--- src/rtl/vram_arbiter.sv ---
// Single-port video RAM arbiter: display fetch has absolute priority, host
// writes drain from a small FIFO, host readback runs only once the FIFO is empty.
module vram_arbiter #(
  parameter int ADDR_W   = 13,
  parameter int DATA_W   = 8,
  parameter int WQ_DEPTH = 4
) (
  input  logic                        clk,
  input  logic                        rst,
  input  logic                        fetch_req,
  input  logic [ADDR_W-1:0]           fetch_addr,
  output logic                        fetch_valid,
  output logic [DATA_W-1:0]           fetch_data,
  input  logic                        wr_req,
  input  logic [ADDR_W-1:0]           wr_addr,
  input  logic [DATA_W-1:0]           wr_data,
  output logic                        wr_ready,
  output logic [$clog2(WQ_DEPTH):0]   wq_count,
  input  logic                        hrd_req,
  input  logic [ADDR_W-1:0]           hrd_addr,
  output logic                        hrd_busy,
  output logic                        hrd_valid,
  output logic [DATA_W-1:0]           hrd_data,
  output logic [ADDR_W-1:0]           ram_addr,
  output logic                        ram_we,
  output logic [DATA_W-1:0]           ram_wdata,
  input  logic [DATA_W-1:0]           ram_rdata
);

  // state    | meaning
  // RB_IDLE  | no readback outstanding
  // RB_WAIT  | address latched, waiting for a free slot with an empty queue
  // RB_DONE  | read issued last cycle, hrd_valid pulse with ram_rdata

  localparam int PTR_W = $clog2(WQ_DEPTH);
  localparam int CNT_W = PTR_W + 1;

  typedef enum logic [1:0] {
    SLOT_IDLE,
    SLOT_FETCH,
    SLOT_WRITE,
    SLOT_READ
  } slot_t;

  typedef enum logic [1:0] {
    RB_IDLE,
    RB_WAIT,
    RB_DONE
  } rb_state_t;

  logic [ADDR_W-1:0] wq_addr [WQ_DEPTH];
  logic [DATA_W-1:0] wq_data [WQ_DEPTH];
  logic [PTR_W-1:0]  wq_wptr;
  logic [PTR_W-1:0]  wq_rptr;
  logic [CNT_W-1:0]  wq_cnt_q;
  logic              wq_full;
  logic              wq_empty;
  logic              push;
  logic              pop;

  rb_state_t         rb_state;
  rb_state_t         rb_next;
  logic [ADDR_W-1:0] rb_addr;
  logic [DATA_W-1:0] hrd_data_q;
  logic              rb_waiting;

  logic              fetch_pend;
  logic [ADDR_W-1:0] last_addr;
  slot_t             slot;

  assign wq_full    = (wq_cnt_q == CNT_W'(WQ_DEPTH));
  assign wq_empty   = (wq_cnt_q == '0);
  assign rb_waiting = (rb_state == RB_WAIT);

  // Readiness uses only registered state, so a full queue never accepts in a pop cycle.
  assign wr_ready = !rst && !wq_full && !rb_waiting;
  assign push     = wr_req && wr_ready;
  assign pop      = (slot == SLOT_WRITE);

  always_comb begin
    slot = SLOT_IDLE;
    if (rst)
      slot = SLOT_IDLE;
    else if (fetch_req)
      slot = SLOT_FETCH;
    else if (!wq_empty)
      slot = SLOT_WRITE;
    else if (rb_waiting)
      slot = SLOT_READ;
  end

  always_comb begin
    ram_addr  = last_addr;
    ram_we    = 1'b0;
    ram_wdata = wq_data[wq_rptr];
    case (slot)
      SLOT_FETCH: ram_addr = fetch_addr;
      SLOT_WRITE: begin
        ram_addr = wq_addr[wq_rptr];
        ram_we   = 1'b1;
      end
      SLOT_READ:  ram_addr = rb_addr;
      default:    ram_addr = last_addr;
    endcase
  end

  // Queue storage needs no reset; the pointers and count define what is live.
  always_ff @(posedge clk) begin
    if (push) begin
      wq_addr[wq_wptr] <= wr_addr;
      wq_data[wq_wptr] <= wr_data;
    end
  end

  always_ff @(posedge clk) begin
    if (rst) begin
      wq_wptr    <= '0;
      wq_rptr    <= '0;
      wq_cnt_q   <= '0;
      fetch_pend <= 1'b0;
      last_addr  <= '0;
      hrd_data_q <= '0;
      rb_addr    <= '0;
    end else begin
      if (push)
        wq_wptr <= wq_wptr + 1'b1;
      if (pop)
        wq_rptr <= wq_rptr + 1'b1;
      case ({push, pop})
        2'b10:   wq_cnt_q <= wq_cnt_q + 1'b1;
        2'b01:   wq_cnt_q <= wq_cnt_q - 1'b1;
        default: wq_cnt_q <= wq_cnt_q;
      endcase
      fetch_pend <= fetch_req;
      if (slot != SLOT_IDLE)
        last_addr <= ram_addr;
      if (rb_state == RB_DONE)
        hrd_data_q <= ram_rdata;
      if ((rb_state != RB_WAIT) && hrd_req)
        rb_addr <= hrd_addr;
    end
  end

  always_ff @(posedge clk) begin
    if (rst)
      rb_state <= RB_IDLE;
    else
      rb_state <= rb_next;
  end

  always_comb begin
    rb_next = rb_state;
    case (rb_state)
      RB_IDLE: if (hrd_req) rb_next = RB_WAIT;
      RB_WAIT: if (slot == SLOT_READ) rb_next = RB_DONE;
      RB_DONE: rb_next = hrd_req ? RB_WAIT : RB_IDLE;
      default: rb_next = RB_IDLE;
    endcase
  end

  // Registered flags are masked during reset so in-flight results never escape.
  assign fetch_valid = fetch_pend && !rst;
  assign fetch_data  = ram_rdata;
  assign hrd_busy    = rb_waiting && !rst;
  assign hrd_valid   = (rb_state == RB_DONE) && !rst;
  assign hrd_data    = rst ? '0 : (hrd_valid ? ram_rdata : hrd_data_q);
  assign wq_count    = rst ? '0 : wq_cnt_q;

endmodule

--- config.mk ---
export PLATFORM = sky130hd
export DESIGN_NAME = vram_arbiter
export DESIGN_NICKNAME = d
export VERILOG_FILES = /design/src/rtl/vram_arbiter.sv
export SDC_FILE = /design/constraint.sdc
export NUM_CORES = 1
export LEC_CHECK = 0
export CORE_MARGIN = 5
export CORE_UTILIZATION = 45
export CTS_BUF_LIST = sky130_fd_sc_hd__clkbuf_4
export DETAILED_ROUTE_END_ITERATION = 10
export HOLD_SLACK_MARGIN = 0.15
export PLACE_DENSITY_LB_ADDON = 0.1
export SLEW_MARGIN = 0
export SYNTH_ARGS = -nofsm -noshare
export SYNTH_HDL_FRONTEND = slang
export SYNTH_SLANG_ARGS = --single-unit
--- constraint.sdc ---
create_clock -name clk -period 8.35 [get_ports clk]
set_clock_uncertainty 0.2 [all_clocks]
set_input_delay 1.67 -clock clk [delete_from_list [all_inputs] [get_ports clk]]
set_output_delay 1.67 -clock clk [all_outputs]
set_load 0.05 [all_outputs]
* Yosys cells after proc, flatten, opt, wreduce, memory -nomap -nowiden
Memories as Yosys holds them, arrays and structs flattened. A register that Yosys moved wholly into a read port is not among the register bits.
Cells that the tools add are included.
** Word-level totals
- Register bits :: 44
- RAM bits :: 84
- Word-level logic and storage cells :: 60
- Memories :: 2
** Memories
- wq_addr :: depth 4, bits a word 13, rd ports 1, clocked after Yosys merged registers in 1, write ports 1, RTL line 51 : logic [ADDR_W-1:0] wq_addr [WQ_DEPTH];
- wq_data :: depth 4, bits a word 8, rd ports 1, clocked after Yosys merged registers in 1, write ports 1, RTL line 52 : logic [DATA_W-1:0] wq_data [WQ_DEPTH];
** Operators by class
- Add/sub/neg operators :: 4
- Equal/unequal tests :: 11
- Mux-type cells :: 20
- Reduce and logical (&&, ||, !) cells :: 15
** Operator list (number)
- 13-bit one-hot mux with 3 select lines :: 1
- 2-bit 2-to-1 mux :: 10
- 8-bit 2-to-1 mux :: 2
- 2-bit equality test (second input constant) :: 4
- 1-bit logical AND :: 7
- 2-bit by 1-bit equality test with 1-bit output (second input constant) :: 3
- 2-bit one-hot mux with 3 select lines :: 1
- 3-bit one-hot mux with 2 select lines :: 1
- 2-bit by 1-bit adder with 2-bit output (second input constant) :: 2
- 1-bit 2-to-1 mux :: 4
- 2-bit by 1-bit inequality test with 1-bit output (second input constant) :: 2
- 2-bit nonzero test :: 2
- 3-bit by 1-bit adder with 3-bit output (second input constant) :: 1
- 3-bit equality test (second input constant) :: 1
- 1-bit zero test :: 3
- 3-bit zero test :: 1
- 3-bit 2-to-1 mux :: 1
- 3-bit by 1-bit subtractor with 3-bit output (second input constant) :: 1
- 2-bit zero test :: 1
- 2-bit inequality test (second input constant) :: 1
- 2-bit AND reduction :: 1

* Logic depth before layout (Yosys ltp)
- Depth in word-level cells :: 8
- Depth in mapped cells :: 10
- Mapped depth without buffers :: 8

* Worst setup path before layout
OpenSTA, ideal clock, no wires.
- Kind :: input -> output
- Start point :: input rst
- End point :: output ram_addr[10]
- Data arrival time :: 3454 ps
- Required time :: 6480 ps
- Path slack :: 3026 ps
- Cell stages on the path :: 6
- Path buffers :: 2
- Path through :: clkbuf_1 nor3b_1 clkbuf_1 nand2b_1 a222oi_1 nor2_1
** On the way
- Word-level cells in the longest chain between the ends :: 3
- Elaborated cells on any way between the ends :: 5
** Ends and longest elaborated chain
- start: declaration :: RTL line 9 : input logic rst,
- 2-bit 2-to-1 mux * :: RTL line 82 : if (rst)
- 2-bit equality test or 2-bit by 1-bit equality test with 1-bit output (tied branches) :: RTL line 96 : case (slot)
- 13-bit one-hot mux with 3 select lines * :: RTL line 96
- end: declaration :: RTL line 24 : output logic [ADDR_W-1:0] ram_addr,
Every way passes the cells marked *; elsewhere a longest branch is shown, timed or not.

* Worst setup path after layout
- Start point :: input fetch_req
- End point :: output ram_addr[12]
** On the way
- Word-level cells in the longest chain between the ends :: 4
- Elaborated cells on any way between the ends :: 6
** Ends and longest elaborated chain
- start: declaration :: RTL line 10 : input logic fetch_req,
- 2-bit 2-to-1 mux * :: RTL line 84 : else if (fetch_req)
- 2-bit 2-to-1 mux * :: RTL line 82
- 2-bit equality test or 2-bit by 1-bit equality test with 1-bit output (tied branches) :: RTL line 96
- 13-bit one-hot mux with 3 select lines * :: RTL line 96
Marked as above.

==> run summary <==
Detailed-route via count - 3324
Pwr per Cell Area - 207 nW/um^2
Worst r2r src - wq_cnt_q[2]$_SDFFE_PP0P_
Placed insts - 605
Final Hold Viols - 0
Post-synth cell types - 32
Crit path kind - input port to output port
Min cycle time layout - 6.46 ns
Wire per inst - 17.3 um
Synth area leaders - edfxtp_1, dfxtp_1, mux4_2, nand2_1, a21oi_1
FP Rows - 39
Post-synthesis sequential area ratio - 66.5%
Syn nets - 444
Initial antenna violation count - 0
Vias per cell - 5.22
Clock slew at reported path FFs - 0.11 ns
Worst Hold Path EP - rb_addr[3]$_SDFFE_PP0P_
RSZ-0062 raised after global routing - no
Worst R2R Path Depth - 7
Vias in the first global route - 3384
Max VDD drop - 0.000171 V
Synth Register Bits - 130
Synth warnings - 0
Antenna viol nets, final - 0
Post-Synthesis Cells - 378
Root Driver - clkbuf_4
Largest net degree at the start of global routing - 35
Setup Fix Bufs, Post-CTS - 0
# port buffers - 104
RePlAce Congestion - 0.823
Total CTS buffers - 17
Leak - 2.20 nW
DP Wirelength - 7310 um
Reg2reg end - wq_cnt_q[2]$_SDFFE_PP0P_
Area Growth Syn to Fin - 26.5%
Initial Util - 45.5%
Status - finished, final reports clean
Area of the core - 11400 um^2
CP cell instances - clkdlybuf4s50_1 -> nor4_2 -> a21oi_1 -> buf_4 -> nor2_1 -> a21oi_1 -> clkdlybuf4s50_1
Skew-Pair Late Insertion Delay - 0.53 ns
Share of post-route cells with drive strength above 1 - 12.1%
Resized cells post-CTS - 0
CTS tree - done
Max-slew headroom - 25.9%
Critical Path RT - 6.48 ns
Hold Path Depth - 2
HP Class - register to register
# Max-Cap Violations - 0
Ports - 105
Routed wire length - 11000 um
Crit-path max cell delay - 0.86 ns
Internal reg-to-reg setup slack - 5.55 ns
Syn Area/Cell - 13.7 um^2
Area leader, netlist - edfxtp_1
Synthesized cell area - 5180 um^2
Full die area - 13800 um^2
Synth top area share - 48.7%
CTS Hold Bufs - 0
Gr usage total - 17.0%
Global-route wire length before repair - 17200 um
CP max stage cell - clkdlybuf4s50_1
Residual DRC - 0
Antenna fix cells - 0
Largest fanout on the critical path - 16
Die height - 117 um
First DRT Iteration DRCs - 382
Max Slew Vio Count - 0
FMAX - 0.155 GHz
Period utilization - 77.3%
Slew @ Worst Pin - 1.11 ns
Final setup violation count - 0
Critical path endpoint category - output port
Max clock buf depth - 2
Filler cell count - 958
CP arrival - 4.59 ns
Final net count - 547
Final cell count without fillers - 637
Horiz. Die Dim - 117 um
Final setup TNS - 0 ns
TritonRoute pass-1 iters - 5
Worst Hold Launch - rb_addr[3]$_SDFFE_PP0P_
Clk sinks - 130
Total congestion overflow - 0
Worst setup SP type - input port
CTS HTree Levels - 4
## state kept, by name, summed over array words and instances, names as in the netlist, named ones only
register,flops
wq_rptr,2
rb_addr,13
fetch_pend,1
wq_data,32
hrd_data_q,8
wq_cnt_q,3
last_addr,13
wq_wptr,2
wq_addr,52
rb_state,2
## how the worst max path moves through the flow
stage	startpoint	to	slack, ns
after floorplan	rst	ram_addr[10]	3.03
after global placement	fetch_req	ram_addr[1]	1.96
after detailed placement	fetch_req	ram_addr[1]	1.91
after CTS	fetch_req	ram_addr[1]	1.90
after global routing	fetch_req	ram_addr[2]	1.69
final	fetch_req	ram_addr[12]	1.89
## cells by family after synthesis
logic type      share of synthesized area, %
xor+xnor                               0.846
compound gates                          7.25
simple gates                            10.9
flops                                   66.5
fa+ha+maj                               1.59
mux                                     9.52
buf+inv                                 3.36
## through the flow
| stage | total power [mW] | hold slack [ns] | worst slack [ns] | util, % | instance area, um^2 |
|---|---|---|---|---|---|
| 2_1_floorplan | 0.899 | 0.231 | 3.03 | - | 5180 |
| 3_3_place_gp | 0.990 | 0.237 | 1.96 | 55.4 | 6300 |
| 3_5_place_dp | 0.993 | 0.242 | 1.91 | 55.4 | 6300 |
| 4_1_cts | 1.37 | 0.259 | 1.90 | 57.6 | 6550 |
| 5_1_grt | 1.42 | 0.278 | 1.69 | 57.6 | 6550 |
| 6_report | 1.35 | 0.259 | 1.89 | 57.6 | 6550 |
## per-layer routing
metal | global-route usage, % | share of wire [%]
met2 | 25.5 | 46
met5 | 0 | 0
met4 | 6.42 | 1.3
met1 | 22.6 | 45
met3 | 6.43 | 8.1
## report_power, final
part           internal, mW  leakage [nW]  switching (mW)
registers             0.708          1.14          0.0116
clock network         0.148         0.125           0.228
logic                 0.101         0.935           0.156
## synthesized netlist by cell type, drive strengths merged
cell type  number
ha              5
a211oi          4
a21oi          33
inv             5
dfxtp          46
and2            7
nand2b         11
nand3           1
fa              1
a22oi           2
or3             2
a31oi           2
o21ai           3
mux2i           2
edfxtp         84
a222oi         11
buf            16
nand2          47
clkbuf         12
nor3b           1
a2111oi         1
nor2           37
nor4            1
mux4           21
xor2            2
xnor2           3
nor2b           7
nor3           10
or2             1
## placed cells by master, fill, tap and decap left out, drive strengths merged, types with 3 or more instances in the layout
cell           count
a21oi             33
clkinv             7
and2               7
nor2              37
o21ai              3
a211oi             4
xnor2              3
nor3              10
nor2b              7
a222oi            11
buf                9
clkbuf            18
nand2             47
dfxtp             46
clkdlybuf4s50    103
edfxtp            84
nand2b            11
clkinvlp           4
ha                 5
inv                7
mux4              21
## area by class of cell
type | count | area (um^2) | share of cell area (%)
Sequential cell | 130 | 3440 | 52.6
Inverter | 5 | 18.8 | 0.287
Clock buffer | 18 | 135 | 2.06
Tap cell | 143 | 179 | 2.73
Clock inverter | 14 | 115 | 1.76
Multi-Input combinational cell | 215 | 1560 | 23.8
Timing Repair Buffer | 112 | 1100 | 16.7
## worst max-delay path: cells and delay by family
kind                   cells  cell delay [ns]
buffers and inverters      3             1.97
AOI/OAI and AO/OA          2             0.72
and+or+nand+nor            2             0.22
(Power assumes the default switching activity.)
